## src/rtl/tristate_bus_arbiter_pkg.sv

```systemverilog
// Shared definitions for the tristate bus arbiter: state encoding,
// default parameter values and the owner-index width helper.
package tristate_bus_arbiter_pkg;

    localparam int DEF_N           = 4;
    localparam int DEF_MAX_HOLD    = 8;
    localparam int DEF_TURN_CYCLES = 1;

    typedef enum logic [1:0] {
        IDLE = 2'd0,
        OWN  = 2'd1,
        TURN = 2'd2
    } state_t;

    // Width of an agent index; never narrower than one bit.
    function automatic int id_width(input int n);
        return (n > 1) ? $clog2(n) : 1;
    endfunction

endpackage

```

## src/rtl/tristate_bus_arbiter_if.sv

```systemverilog
// Bus-side signal bundle between the arbiter and its N register agents.
// The arbiter uses the master view, the agents the slave view.
interface tristate_bus_arbiter_if #(
    parameter int N = 4
);
    import tristate_bus_arbiter_pkg::*;

    localparam int ID_W = id_width(N);

    logic [N-1:0]    req;
    logic [N-1:0]    gnt;
    logic [N-1:0]    oe;
    logic [ID_W-1:0] gnt_id;
    logic            bus_busy;
    logic            hold_expired;

    modport master (
        input  req,
        output gnt,
        output oe,
        output gnt_id,
        output bus_busy,
        output hold_expired
    );

    modport slave (
        output req,
        input  gnt,
        input  oe,
        input  gnt_id,
        input  bus_busy,
        input  hold_expired
    );

endinterface

```

## src/rtl/tristate_bus_arbiter_rr_pick.sv

```systemverilog
// Combinational round-robin pick: first set request bit strictly after
// `last`, wrapping modulo N. Kept standalone so other port arbiters can reuse it.
module tristate_bus_arbiter_rr_pick
    import tristate_bus_arbiter_pkg::*;
#(
    parameter int N    = 4,
    parameter int ID_W = id_width(N)
) (
    input  logic [N-1:0]    req,
    input  logic [ID_W-1:0] last,
    output logic [ID_W-1:0] winner,
    output logic            any_req
);

    logic [ID_W-1:0] idx;

    // Scan from the farthest candidate to the nearest so the nearest set bit wins.
    always_comb begin
        winner  = '0;
        any_req = 1'b0;
        idx     = '0;
        for (int k = N; k >= 1; k--) begin
            idx = ID_W'((int'(last) + k) % N);
            if (req[idx]) begin
                winner  = idx;
                any_req = 1'b1;
            end
        end
    end

endmodule

```

## src/rtl/tristate_bus_arbiter.sv

```systemverilog
// Round-robin owner sequencer for a shared single-driver tristate bus.
// Grants are registered and one-hot, every handover passes through a
// released turnaround window, and a hold limit preempts a hogging owner
// only when someone else is waiting.
module tristate_bus_arbiter
    import tristate_bus_arbiter_pkg::*;
#(
    parameter int N           = DEF_N,
    parameter int MAX_HOLD    = DEF_MAX_HOLD,
    parameter int TURN_CYCLES = DEF_TURN_CYCLES
) (
    input  logic                  clk,
    input  logic                  rst,
    tristate_bus_arbiter_if.master bus
);

    localparam int ID_W = id_width(N);
    localparam int HW   = $clog2(MAX_HOLD + 1);
    localparam int TW   = $clog2(TURN_CYCLES + 1);

    state_t          state_reg;
    logic [ID_W-1:0] last_reg;
    logic [HW-1:0]   hold_reg;
    logic [TW-1:0]   turn_reg;
    logic [N-1:0]    gnt_reg;
    logic [ID_W-1:0] gnt_id_reg;
    logic            hold_expired_reg;

    logic [ID_W-1:0] winner;
    logic            any_req;
    logic            owner_req;
    logic            others_req;

    tristate_bus_arbiter_rr_pick #(
        .N    (N),
        .ID_W (ID_W)
    ) u_pick (
        .req     (bus.req),
        .last    (last_reg),
        .winner  (winner),
        .any_req (any_req)
    );

    assign owner_req  = bus.req[gnt_id_reg];
    assign others_req = |(bus.req & ~gnt_reg);

    // Owner FSM: all bus-facing outputs are registered here so req never
    // reaches oe combinationally.
    always_ff @(posedge clk or negedge rst) begin
        if (!rst) begin
            state_reg        <= IDLE;
            last_reg         <= ID_W'(N - 1);
            hold_reg         <= '0;
            turn_reg         <= '0;
            gnt_reg          <= '0;
            gnt_id_reg       <= '0;
            hold_expired_reg <= 1'b0;
        end else begin
            hold_expired_reg <= 1'b0;
            case (state_reg)
                IDLE: begin
                    if (any_req) begin
                        state_reg  <= OWN;
                        gnt_reg    <= {{(N-1){1'b0}}, 1'b1} << winner;
                        gnt_id_reg <= winner;
                        last_reg   <= winner;
                        hold_reg   <= '0;
                    end
                end
                OWN: begin
                    if (!owner_req) begin
                        // Voluntary release wins even when the limit is hit now.
                        state_reg  <= TURN;
                        gnt_reg    <= '0;
                        gnt_id_reg <= '0;
                        turn_reg   <= '0;
                    end else if (hold_reg == HW'(MAX_HOLD - 1)) begin
                        if (others_req) begin
                            state_reg        <= TURN;
                            gnt_reg          <= '0;
                            gnt_id_reg       <= '0;
                            turn_reg         <= '0;
                            hold_expired_reg <= 1'b1;
                        end else begin
                            // Nobody waiting: restart the window, no gap.
                            hold_reg <= '0;
                        end
                    end else begin
                        hold_reg <= hold_reg + HW'(1);
                    end
                end
                TURN: begin
                    if (turn_reg == TW'(TURN_CYCLES - 1)) begin
                        if (any_req) begin
                            state_reg  <= OWN;
                            gnt_reg    <= {{(N-1){1'b0}}, 1'b1} << winner;
                            gnt_id_reg <= winner;
                            last_reg   <= winner;
                            hold_reg   <= '0;
                        end else begin
                            state_reg <= IDLE;
                        end
                    end else begin
                        turn_reg <= turn_reg + TW'(1);
                    end
                end
                default: begin
                    state_reg <= IDLE;
                    gnt_reg   <= '0;
                end
            endcase
        end
    end

    assign bus.gnt          = gnt_reg;
    assign bus.oe           = gnt_reg;
    assign bus.gnt_id       = gnt_id_reg;
    assign bus.bus_busy     = (state_reg != IDLE);
    assign bus.hold_expired = hold_expired_reg;

endmodule

```

## src/flat_wrapper.sv

```systemverilog
// flat-port wrapper written by rule: the top's interface ports become plain ports
module tristate_bus_arbiter_flat import tristate_bus_arbiter_pkg::*;
#(
    parameter int N           = DEF_N,
    parameter int MAX_HOLD    = DEF_MAX_HOLD,
    parameter int TURN_CYCLES = DEF_TURN_CYCLES
)
  (clk, rst, bus_req, bus_gnt, bus_oe, bus_gnt_id, bus_bus_busy, bus_hold_expired);
  tristate_bus_arbiter_if #(.N(N)) bus_i ();
  input  logic clk;
  input  logic rst;
  input wire logic [$bits(bus_i.req)-1:0] bus_req;
  output wire logic [$bits(bus_i.gnt)-1:0] bus_gnt;
  output wire logic [$bits(bus_i.oe)-1:0] bus_oe;
  output wire logic [$bits(bus_i.gnt_id)-1:0] bus_gnt_id;
  output wire logic [$bits(bus_i.bus_busy)-1:0] bus_bus_busy;
  output wire logic [$bits(bus_i.hold_expired)-1:0] bus_hold_expired;
  assign bus_i.req = bus_req;
  assign bus_gnt = bus_i.gnt;
  assign bus_oe = bus_i.oe;
  assign bus_gnt_id = bus_i.gnt_id;
  assign bus_bus_busy = bus_i.bus_busy;
  assign bus_hold_expired = bus_i.hold_expired;
  tristate_bus_arbiter #(.N(N), .MAX_HOLD(MAX_HOLD), .TURN_CYCLES(TURN_CYCLES)) u_core (.clk(clk), .rst(rst), .bus(bus_i));
endmodule
```

## config.mk

```make
export PLATFORM = sky130hd
export DESIGN_NAME = tristate_bus_arbiter_flat
export DESIGN_NICKNAME = d
export VERILOG_FILES = /design/src/rtl/tristate_bus_arbiter_pkg.sv /design/src/rtl/tristate_bus_arbiter_if.sv /design/src/rtl/tristate_bus_arbiter_rr_pick.sv /design/src/rtl/tristate_bus_arbiter.sv /design/src/flat_wrapper.sv
export SDC_FILE = /design/constraint.sdc
export NUM_CORES = 1
export LEC_CHECK = 0
export CAP_MARGIN = 40
export CORE_MARGIN = 2
export CORE_UTILIZATION = 45
export DETAILED_ROUTE_END_ITERATION = 6
export PLACE_DENSITY_LB_ADDON = 0.05
export SYNTH_ARGS = -nofsm -noshare
export SYNTH_HDL_FRONTEND = slang
export SYNTH_HIERARCHICAL = 1
export SYNTH_SLANG_ARGS = --single-unit
```

## constraint.sdc

```tcl
create_clock -name clk -period 1.46 [get_ports clk]
set_input_delay 0.219 -clock clk [delete_from_list [all_inputs] [get_ports clk]]
set_output_delay 0.219 -clock clk [all_outputs]
set_load 0.02 [all_outputs]
```

# Yosys cells after proc, flatten, opt, wreduce, memory -nomap -nowiden
# Cells that the tools add are included.
dict set report word_totals {
  ff_bits 16
  latch_bits 0
  ramBits 0
  rom_bits 0
  mem_count 0
}
dict set report op_classes {
  add_sub_neg 6
  multipliers 0
  div_mod_pow 0
  order_cmp 5
  eq_ne 9
  shifts 1
  mux 55
  bitwise 2
  reduce_logical 12
}
# op count
set op_table {}
lappend op_table {{$mux W4} 10}
lappend op_table {{$mux W2} 16}
lappend op_table {{$pmux W4 S3} 2}
lappend op_table {{$mux W1} 18}
lappend op_table {{$lt A2 B3 Y1 const B} 5}
lappend op_table {{$pmux W2 S3} 2}
lappend op_table {{$reduce_and A4 Y1} 3}
lappend op_table {{$bmux W1 S2} 5}
lappend op_table {{$ne A3 B3 Y1 const B} 3}
lappend op_table {{$reduce_and A3 Y1} 2}
lappend op_table {{$reduce_bool A2 Y1} 3}
lappend op_table {{$add A2 B1 Y2 const B} 2}
lappend op_table {{$add A2 B2 Y2 const B} 2}
lappend op_table {{$add A4 B1 Y4 const B} 1}
lappend op_table {{$and A4 B4 Y4} 1}
lappend op_table {{$eq A4 B3 Y1 const B} 1}
lappend op_table {{$ne A2 B1 Y1 const B} 2}
lappend op_table {{$not A4 Y4} 1}
lappend op_table {{$pmux W2 S2} 1}
lappend op_table {{$reduce_or A4 Y1} 1}
lappend op_table {{$shl A1 B2 Y4 const A} 1}
lappend op_table {{$reduce_bool A3 Y1} 1}
lappend op_table {{$eq A2 B1 Y1 const B} 1}
lappend op_table {{$eq A2 B2 Y1 const B} 1}
lappend op_table {{other kinds (5)} 5}

# Longest topological paths before layout
# Gate-level depths: netlist of the first run.
dict set report depth {
  word_depth 11
  depth_mapped 6
}

# Modules after synthesis
# Netlist of the first run, hierarchy kept.
# mod instances cells_per_inst area_each_um2 seq_area_each_um2
set by_module_without_submodules {}
lappend by_module_without_submodules {tristate_bus_arbiter 1 85 847.1 377.9}
lappend by_module_without_submodules {tristate_bus_arbiter_rr_pick 1 14 91.3 0.0}

# Least setup slack after synthesis of the first run
# Ideal clock, no wire load.
dict set report synth_path {
  path_kind {register to register}
  start {register u_core.gnt_id_reg[0] (netlist: u_core/bus.gnt_id[0])}
  end {register u_core.hold_reg[3]}
  setup_time_ns 0.129
  t_arrival_ns 1.362
  required_ns 1.331
  path_slack_ns -0.031
  stages_incl_launch_ff 6
  path_buffers 1
  synth_period_minus_slack_ns 1.491
  path_cell_list {dfrtp_1 or3b_4 o22ai_4 and2_4 buf_6 o21ai_0}
}
dict set report synth_between {
  elab_chain_len 4
}
# item line
set synth_rtl {}
lappend synth_rtl {{from (decl)} tristate_bus_arbiter.sv:26} ;# logic [ID_W-1:0] gnt_id_reg;
lappend synth_rtl {{from (signal assigned)} tristate_bus_arbiter.sv:65} ;# gnt_id_reg <= winner;
lappend synth_rtl {{from (signal assigned)} tristate_bus_arbiter.sv:97} ;# gnt_id_reg <= winner;
lappend synth_rtl {{$bmux W1 S2} tristate_bus_arbiter.sv:44} ;# assign owner_req = bus.req[gnt_id_reg];
lappend synth_rtl {{$mux W1 (implied by the code)} tristate_bus_arbiter.sv:44}
lappend synth_rtl {{$ne A2 B1 Y1 (no source line)} -}
lappend synth_rtl {{$reduce_and A4 Y1 (no source line)} -}
lappend synth_rtl {{to (signal assigned)} tristate_bus_arbiter.sv:89} ;# hold_reg <= hold_reg + HW'(1);
lappend synth_rtl {{to (decl)} tristate_bus_arbiter.sv:23} ;# logic [HW-1:0] hold_reg;
# No other way between the ends. The select of a mux whose other input is x is not followed.
# A chain may end at the register's enable or synchronous reset.

# Worst setup path in the final report of the first run
dict set report layout_path {
  start {register u_core.last_reg[1]}
  end {register u_core.gnt_reg[1] (netlist: u_core/bus.gnt[1])}
}
dict set report layout_between {
  elab_chain_len 11
  word_cells_on_any_way 24
}
# item line
set layout_rtl {}
lappend layout_rtl {{from (decl)} tristate_bus_arbiter.sv:22} ;# logic [ID_W-1:0] last_reg;
lappend layout_rtl {{from (signal assigned)} tristate_bus_arbiter.sv:52} ;# last_reg <= ID_W'(N - 1);
lappend layout_rtl {{from (signal assigned)} tristate_bus_arbiter.sv:66} ;# last_reg <= winner;
lappend layout_rtl {{from (signal assigned)} tristate_bus_arbiter.sv:98} ;# last_reg <= winner;
lappend layout_rtl {{$add A2 B1 Y2} tristate_bus_arbiter_rr_pick.sv:23} ;# idx = ID_W'((int'(last) + k) % N);
lappend layout_rtl {{$bmux W1 S2} tristate_bus_arbiter_rr_pick.sv:24} ;# if (req[idx]) begin
lappend layout_rtl {{$mux W1 (implied by the code)} tristate_bus_arbiter_rr_pick.sv:24}
lappend layout_rtl {{$mux W2 (3 in a row)} tristate_bus_arbiter_rr_pick.sv:24}
lappend layout_rtl {{$mux W2 (*)} tristate_bus_arbiter_rr_pick.sv:24}
lappend layout_rtl {{via u_core.winner[0]} tristate_bus_arbiter.sv:29} ;# logic [ID_W-1:0] winner;
lappend layout_rtl {{$shl A1 B2 Y4 (*)} {tristate_bus_arbiter.sv:64, tristate_bus_arbiter.sv:96}}
lappend layout_rtl {{$mux W4 (*)} {tristate_bus_arbiter.sv:62, tristate_bus_arbiter.sv:94}}
lappend layout_rtl {{$mux W4} tristate_bus_arbiter.sv:93} ;# if (turn_reg == TW'(TURN_CYCLES - 1)) begin
lappend layout_rtl {{$pmux W4 S3 (*)} tristate_bus_arbiter.sv:60} ;# case (state_reg)
lappend layout_rtl {{to (signal assigned)} tristate_bus_arbiter.sv:64} ;# gnt_reg <= {{(N-1){1'b0}}, 1'b1} << winner;
lappend layout_rtl {{to (signal assigned)} tristate_bus_arbiter.sv:96} ;# gnt_reg <= {{(N-1){1'b0}}, 1'b1} << winner;
lappend layout_rtl {{to (decl)} tristate_bus_arbiter.sv:25} ;# logic [N-1:0] gnt_reg;
# The timed path passes the listed nets; every way through them passes the cells marked *. The select of a mux whose other input is x is not followed.

==> qor.yml, run 1 <==
status: "complete, but fails checks"
violations: "negative setup slack"
cts_buffers: 3
dp_cells: 150
cts_tree: "yes"
clockRootBuffer: "clkbuf_4"
io_buffers: 17
die_height_um: 49.67
max_clock_freq_ghz: 0.6400
path_buf_inv: 1
slew_headroom_pct: 74.83
crit_path_start: "u_core/last_reg[1]$_DFFE_PN1P_"
gp_congestion: 0.8128
drc: 0
yosys.area.top_type: "dfrtp_1"
fillers: 184
fp.coreArea_mm2: 0.001962
finalWirelength_mm: 2.270
drt_first_pass_iters: 4
reg2reg_from: "u_core/last_reg[1]$_DFFE_PN1P_"
grt_pass1_wl_mm: 3.739
async_flop_share_pct: 100.0
synth_edf_count: 0
post-place-ws_ns: -0.3670
crit_slowest_cell: "dfstp_2"
path_depth: 6
vias: 848
total_power_mw: 2.633
grt_start_max_net_pins: 16
initial_core_util_pct: 47.83
min_period_ns: 1.562
syn_area_per_cell_um2: 9.479
fin_crit_sh_pct: 107.0
final_nets: 141
drive_gt1_share_pct: 35.34
clock_path_buffers: 2
overflow: 0
yosysUniqueCellTypes: 35
ir_drop_v: 0.001204
syn_inst: 99
grt_antenna_before_repair: 0
rrSetupSlack_ns: -0.10
critPathRequiredTime_ns: 1.64
dpl.hpwl_mm: 1.445
dpl-instance-area_mm2: 0.001201
stdcell_count: 160
setup_ws_ns: -0.1024
worst_ep_arrival_time_ns: 1.74
hold_viol: 0
cts_hold_buf: 0
synth.cell_area_um2: 938.4
hold_ws_ns: 0.2423
synth_top_cells_by_count: "13 x dfrtp_1, 8 x nand2_1, 8 x nand2b_1, 7 x a21oi_1, 7 x nor2_1"
startpoint_type: "flop"
num_rows: 16
dieArea_mm2: 0.002467
ios: 18
reg2reg_depth: 6
drv_slew: 0
synth.net_count: 106
grt_pass1_vias: 861
clock_latency_ns: 0.28
clk_pin_slew_ns: 0.09
path_cells: "buf_4 -> mux2i_4 -> o221ai_4 -> nand3b_1 -> o21ai_1 -> a22o_1"
p_leak_nw: 0.6302
worst_r2r_endpoint: "u_core/bus.gnt[1]$_DFFE_PN0P_"
yosys_warnings: 6
cp_max_fo: 6
antennaDiodeCount: 0
final_antenna_net_count: 0
drv_cap: 0
rsz0062_at_grt: "yes"
clkSinkCount: 15
syn2layout_area_growth_pct: 42.00
clock_skew_ns: 0.003902
powerDensity_mw_per_mm2: 1976
ys_top_cells_by_area: "dfrtp_1 35%, dfstp_2 5.6%, nand2b_1 5.3%"
tightest_slew_ns: 0.3769
synth-seq-area-share_pct: 40.27
grt_use_total_pct: 19.63
crit_path_max_incr_delay_ns: 0.58
yosys_register_bits: 15
synth-main-ff-cell: "dfrtp_1"
synth_most_common_cell: "dfrtp_1"
final_area_mm2: 0.001333
htreeDepth: 1
die-width_um: 49.67
worstSetupEndpointType: "flop"
crit_type: "flop to flop"
wl_per_cell_um: 14.19
cp-endpoint: "u_core/bus.gnt[1]$_DFFE_PN0P_"
setup_viol_count_final: 10
holdCritPathClass: "primary input to asynchronous set/reset pin"
viasPerCell: 5.300
synth_top_area_share_pct: 34.67
cpLargestDelayFamily: "flip-flops"
drtIter0Drc: 15
==> placed cells by master (no fill, tap or decap), types with 2 or more instances in the layout <==
master	n
a21oi_2	4
o2bb2ai_1	2
dfrtp_1	11
nor2_1	5
o21ai_1	2
clkbuf_4	3
nor3b_1	2
buf_4	16
nand2b_1	7
mux2_2	2
clkdlybuf4s50_1	3
o21a_1	2
o21ai_0	3
a21oi_1	4
inv_1	4
o22ai_1	2
nand2_1	7
mux2i_1	2
dfrtp_2	2
nand3b_1	4
dfstp_2	2
a22o_1	2
nor2b_1	2
dlygate4sd2_1	11
dlymetal6s2s_1	2
buf_6	3
==> layout make-up <==
cell class / instances / area [um^2] / share of cell area [%]
clock inverters: 1 / 5.005 / 0.3756
repair buffers: 36 / 310.3 / 23.29
multi-input cells: 74 / 565.5 / 42.44
flip-flops and latches: 15 / 380.4 / 28.54
clock buffers: 3 / 22.52 / 1.690
inverters: 4 / 15.01 / 1.127
well taps: 27 / 33.78 / 2.535
==> stage by stage <==
stage            TNS, ns  utilization (%)
3_5_place_dp      -3.188            61.22
6_report         -0.4525            67.92
5_1_grt           -1.219            67.92
4_1_cts          -0.3852            63.01
2_1_floorplan  -0.009646                -
3_3_place_gp      -3.123            61.22
==> repair_timing <==
action	in CTS	in global routing
buffers inserted	2	3
gates cloned	0	1
endpoints found under the hold margin	0	0
pin swaps	5	5
gates resized for setup	19	16
setup endpoints to repair	15	13
==> logic make-up (layout without fill, tap and decap cells) <==
logic type / Yosys count / after routing / share of synthesized area, %
multiplexers: 6 / 6 / 6.667
flip-flops: 15 / 15 / 40.27
AO/OA/AOI/OAI: 27 / 27 / 20.93
AND/OR/NAND/NOR: 39 / 40 / 23.60
adder cells (fa/ha/maj): 1 / 1 / 1.333
buffers and inverters: 11 / 44 / 7.199
==> worst register-to-register path, delay by kind of cell (launching register included) <==
| family | cells | cell delay [ns] |
|---|---|---|
| AO/OA/AOI/OAI | 3 | 0.40 |
| buffers and inverters | 1 | 0.13 |
| flip-flops | 1 | 0.58 |
| multiplexers | 1 | 0.25 |
| AND/OR/NAND/NOR | 1 | 0.11 |
==> how the worst min path moves through the flow <==
stage / endpoint / cells past startpoint / slack, ns / from
2_1_floorplan: u_core/bus.gnt[0]$_DFFE_PN0P_ / 0 / -0.08 / rst
3_3_place_gp: u_core/bus.gnt[3]$_DFFE_PN0P_ / 1 / 0.54 / u_core/bus.gnt[3]$_DFFE_PN0P_
3_5_place_dp: u_core/bus.gnt[3]$_DFFE_PN0P_ / 1 / 0.55 / u_core/bus.gnt[3]$_DFFE_PN0P_
4_1_cts: u_core/bus.gnt[2]$_DFFE_PN0P_ / 2 / 0.24 / rst
5_1_grt: u_core/bus.gnt[2]$_DFFE_PN0P_ / 2 / 0.26 / rst
6_report: u_core/bus.gnt[2]$_DFFE_PN0P_ / 2 / 0.24 / rst
==> power breakdown <==
group	internal [mW]	leakage (nW)	switching, mW
Sequential	0.601	0.190	0.169
Clock	0.102	0.0177	0.134
Combinational	0.814	0.422	0.814
Total	1.52	0.630	1.12
==> routing by layer <==
| metal | global-route usage (%) | vias up | wire (um) | share of wire [%] |
|---|---|---|---|---|
| met1 | 26.03 | 403 | 1057 | 47 |
| met5 | 0 | - | 0 | 0 |
| li1 | - | 416 | - | - |
| met2 | 31.33 | 25 | 1074 | 47 |
| met4 | 9.259 | 0 | 46 | 2.0 |
| met3 | 3.030 | 4 | 91 | 4.0 |
Note: power is estimated with default switching activity, not from simulation.
==> inputs of run 2 (changes only) <==
CAP_MARGIN = 10   (was 40)
HOLD_SLACK_MARGIN = 0.12   (was unset)
==> results of run 2 <==
No change in the layout: final DEF, timing and power equal those of run 1.
==> inputs of run 3 (changes only) <==
GPL_TIMING_DRIVEN = 0   (was unset)
TNS_END_PERCENT = 5   (was unset)
clock period = 1.4 ns   (was 1.46 ns; I/O delays follow)
==> qor.yml, run 3 (synthesized netlist as in run 1, its figures left out) <==
final_antenna_net_count: 0
finalWirelength_mm: 2.038
syn2layout_area_growth_pct: 30.13
clockRootBuffer: "clkbuf_4"
fillers: 192
stdcell_count: 149
final_util_pct: 62.24
drive_gt1_share_pct: 29.51
post-place-ws_ns: -0.5177
path_depth: 6
rrSetupSlack_ns: -0.18
crit_type: "flop to flop"
dpl.hpwl_mm: 1.421
htreeDepth: 1
drv_cap: 0
status: "complete, but fails checks"
powerDensity_mw_per_mm2: 2134
grt_start_max_net_pins: 16
clock_latency_ns: 0.28
wl_per_cell_um: 13.68
final_nets: 130
drt_first_pass_iters: 4
fp.coreArea_mm2: 0.001962
total_power_mw: 2.605
path_buf_inv: 0
ir_drop_v: 0.001242
initial_core_util_pct: 47.83
tightest_slew_ns: 0.6867
viasPerCell: 5.322
startpoint_type: "flop"
violations: "negative setup slack"
dieArea_mm2: 0.002467
ios: 18
drtIter0Drc: 10
antennaDiodeCount: 0
vias: 793
p_leak_nw: 0.5506
fin_crit_sh_pct: 112.6
grt_pass1_vias: 724
final_cell_mix: "11 x dfrtp_1, 10 x buf_4, 7 x dlygate4sd2_1, 7 x nand2b_1, 7 x nand2_1"
reg2reg_from: "u_core/last_reg[1]$_DFFE_PN1P_"
cp-endpoint: "u_core/bus.gnt[2]$_DFFE_PN0P_"
gp_congestion: 0.8025
setup_ws_ns: -0.1762
cpLargestDelayFamily: "flip-flops"
crit_path_max_incr_delay_ns: 0.60
grt_antenna_before_repair: 0
rsz0062_at_grt: "yes"
dp_cells: 143
crit_path_start: "u_core/last_reg[1]$_DFFE_PN1P_"
path_cells: "nand2b_4 -> a21oi_2 -> o221ai_4 -> nand3b_1 -> o21ai_1 -> a22o_1"
tns_ns: -1.524
slew_headroom_pct: 54.07
drc: 0
die-width_um: 49.67
overflow: 0
cts_buffers: 3
grt_use_total_pct: 17.88
die_height_um: 49.67
cts_tree: "yes"
io_buffers: 17
worst_ep_arrival_time_ns: 1.75
layout_commonest_cell: "dfrtp_1"
clock_skew_ns: 0.004727
max_clock_freq_ghz: 0.6344
reg2reg_depth: 6
min_period_ns: 1.576
drv_slew: 0
worstSetupEndpointType: "flop"
setup_viol_count_final: 15
holdCritPathClass: "primary input to asynchronous set/reset pin"
hold_viol: 0
clock_path_buffers: 2
crit_slowest_cell: "dfstp_2"
cp_max_fo: 7
grt_pass1_wl_mm: 3.443
worst_r2r_endpoint: "u_core/bus.gnt[2]$_DFFE_PN0P_"
num_rows: 16
clkSinkCount: 15
critPathRequiredTime_ns: 1.58
clk_pin_slew_ns: 0.09
## run 3: cell types whose count changed in the layout (fill, tap and decap cells not counted), moves of 2 or more
cell | before | now
a21oi_1 | 4 | 6
a21oi_2 | 4 | 2
buf_4 | 16 | 10
buf_6 | 3 | 1
dlygate4sd2_1 | 11 | 7
## run 3: metrics by stage
| step | instance area [um^2] | hold WS, ns |
|---|---|---|
| 2_1_floorplan | 944.7 | -0.08559 |
| 3_3_place_gp | 1149 | 0.5207 |
| 3_5_place_dp | 1149 | 0.5302 |
| 4_1_cts | 1171 | 0.3593 |
| 5_1_grt | 1221 | 0.3899 |
| 6_report | 1221 | 0.3402 |
## run 3: routing by layer
layer | GRT usage (%) | vias to the layer above | share of wire, %
met3 | 2.424 | 2 | 4.7
li1 | - | 393 | -
met1 | 25.34 | 382 | 47
met2 | 28.22 | 16 | 48
met4 | 5.556 | 0 | 0.34
met5 | 0 | - | 0
## run 3: worst min-delay path by stage
stage | slack, ns | endpoint | depth (start not counted)
floorplan | -0.09 | u_core/bus.gnt[0]$_DFFE_PN0P_ | 0
global placement | 0.52 | u_core/hold_reg[0]$_DFFE_PN0P_ | 1
detailed placement | 0.53 | u_core/hold_reg[0]$_DFFE_PN0P_ | 1
CTS | 0.36 | u_core/bus.gnt[2]$_DFFE_PN0P_ | 1
global route | 0.39 | u_core/bus.hold_expired$_DFF_PN0_ | 1
finish | 0.34 | u_core/bus.gnt[2]$_DFFE_PN0P_ | 1
## run 3: where the power goes
part | switching [mW] | total, mW | internal, mW
combinational | 0.751 | 1.53 | 0.781
clock | 0.132 | 0.243 | 0.110
sequential | 0.204 | 0.831 | 0.628
total | 1.09 | 2.61 | 1.52
## run 3: repair_timing
action                                  in CTS  in global routing
endpoints found under the setup margin      26                 16
pin swaps                                    1                  3
resized for setup                           19                 13
setup buffers                                0                  2
hold buffers                                 0                  0
## run 3: cell type report
cell class | instances | area (um^2) | share of cell area (%)
multi-input combinational | 73 | 540.5 | 44.26
sequential | 15 | 380.4 | 31.15
timing repair buffer | 19 | 163.9 | 13.42
buffer | 7 | 61.31 | 5.020
tap | 27 | 33.78 | 2.766
clock buffer | 4 | 26.28 | 2.152
inverter | 4 | 15.01 | 1.230
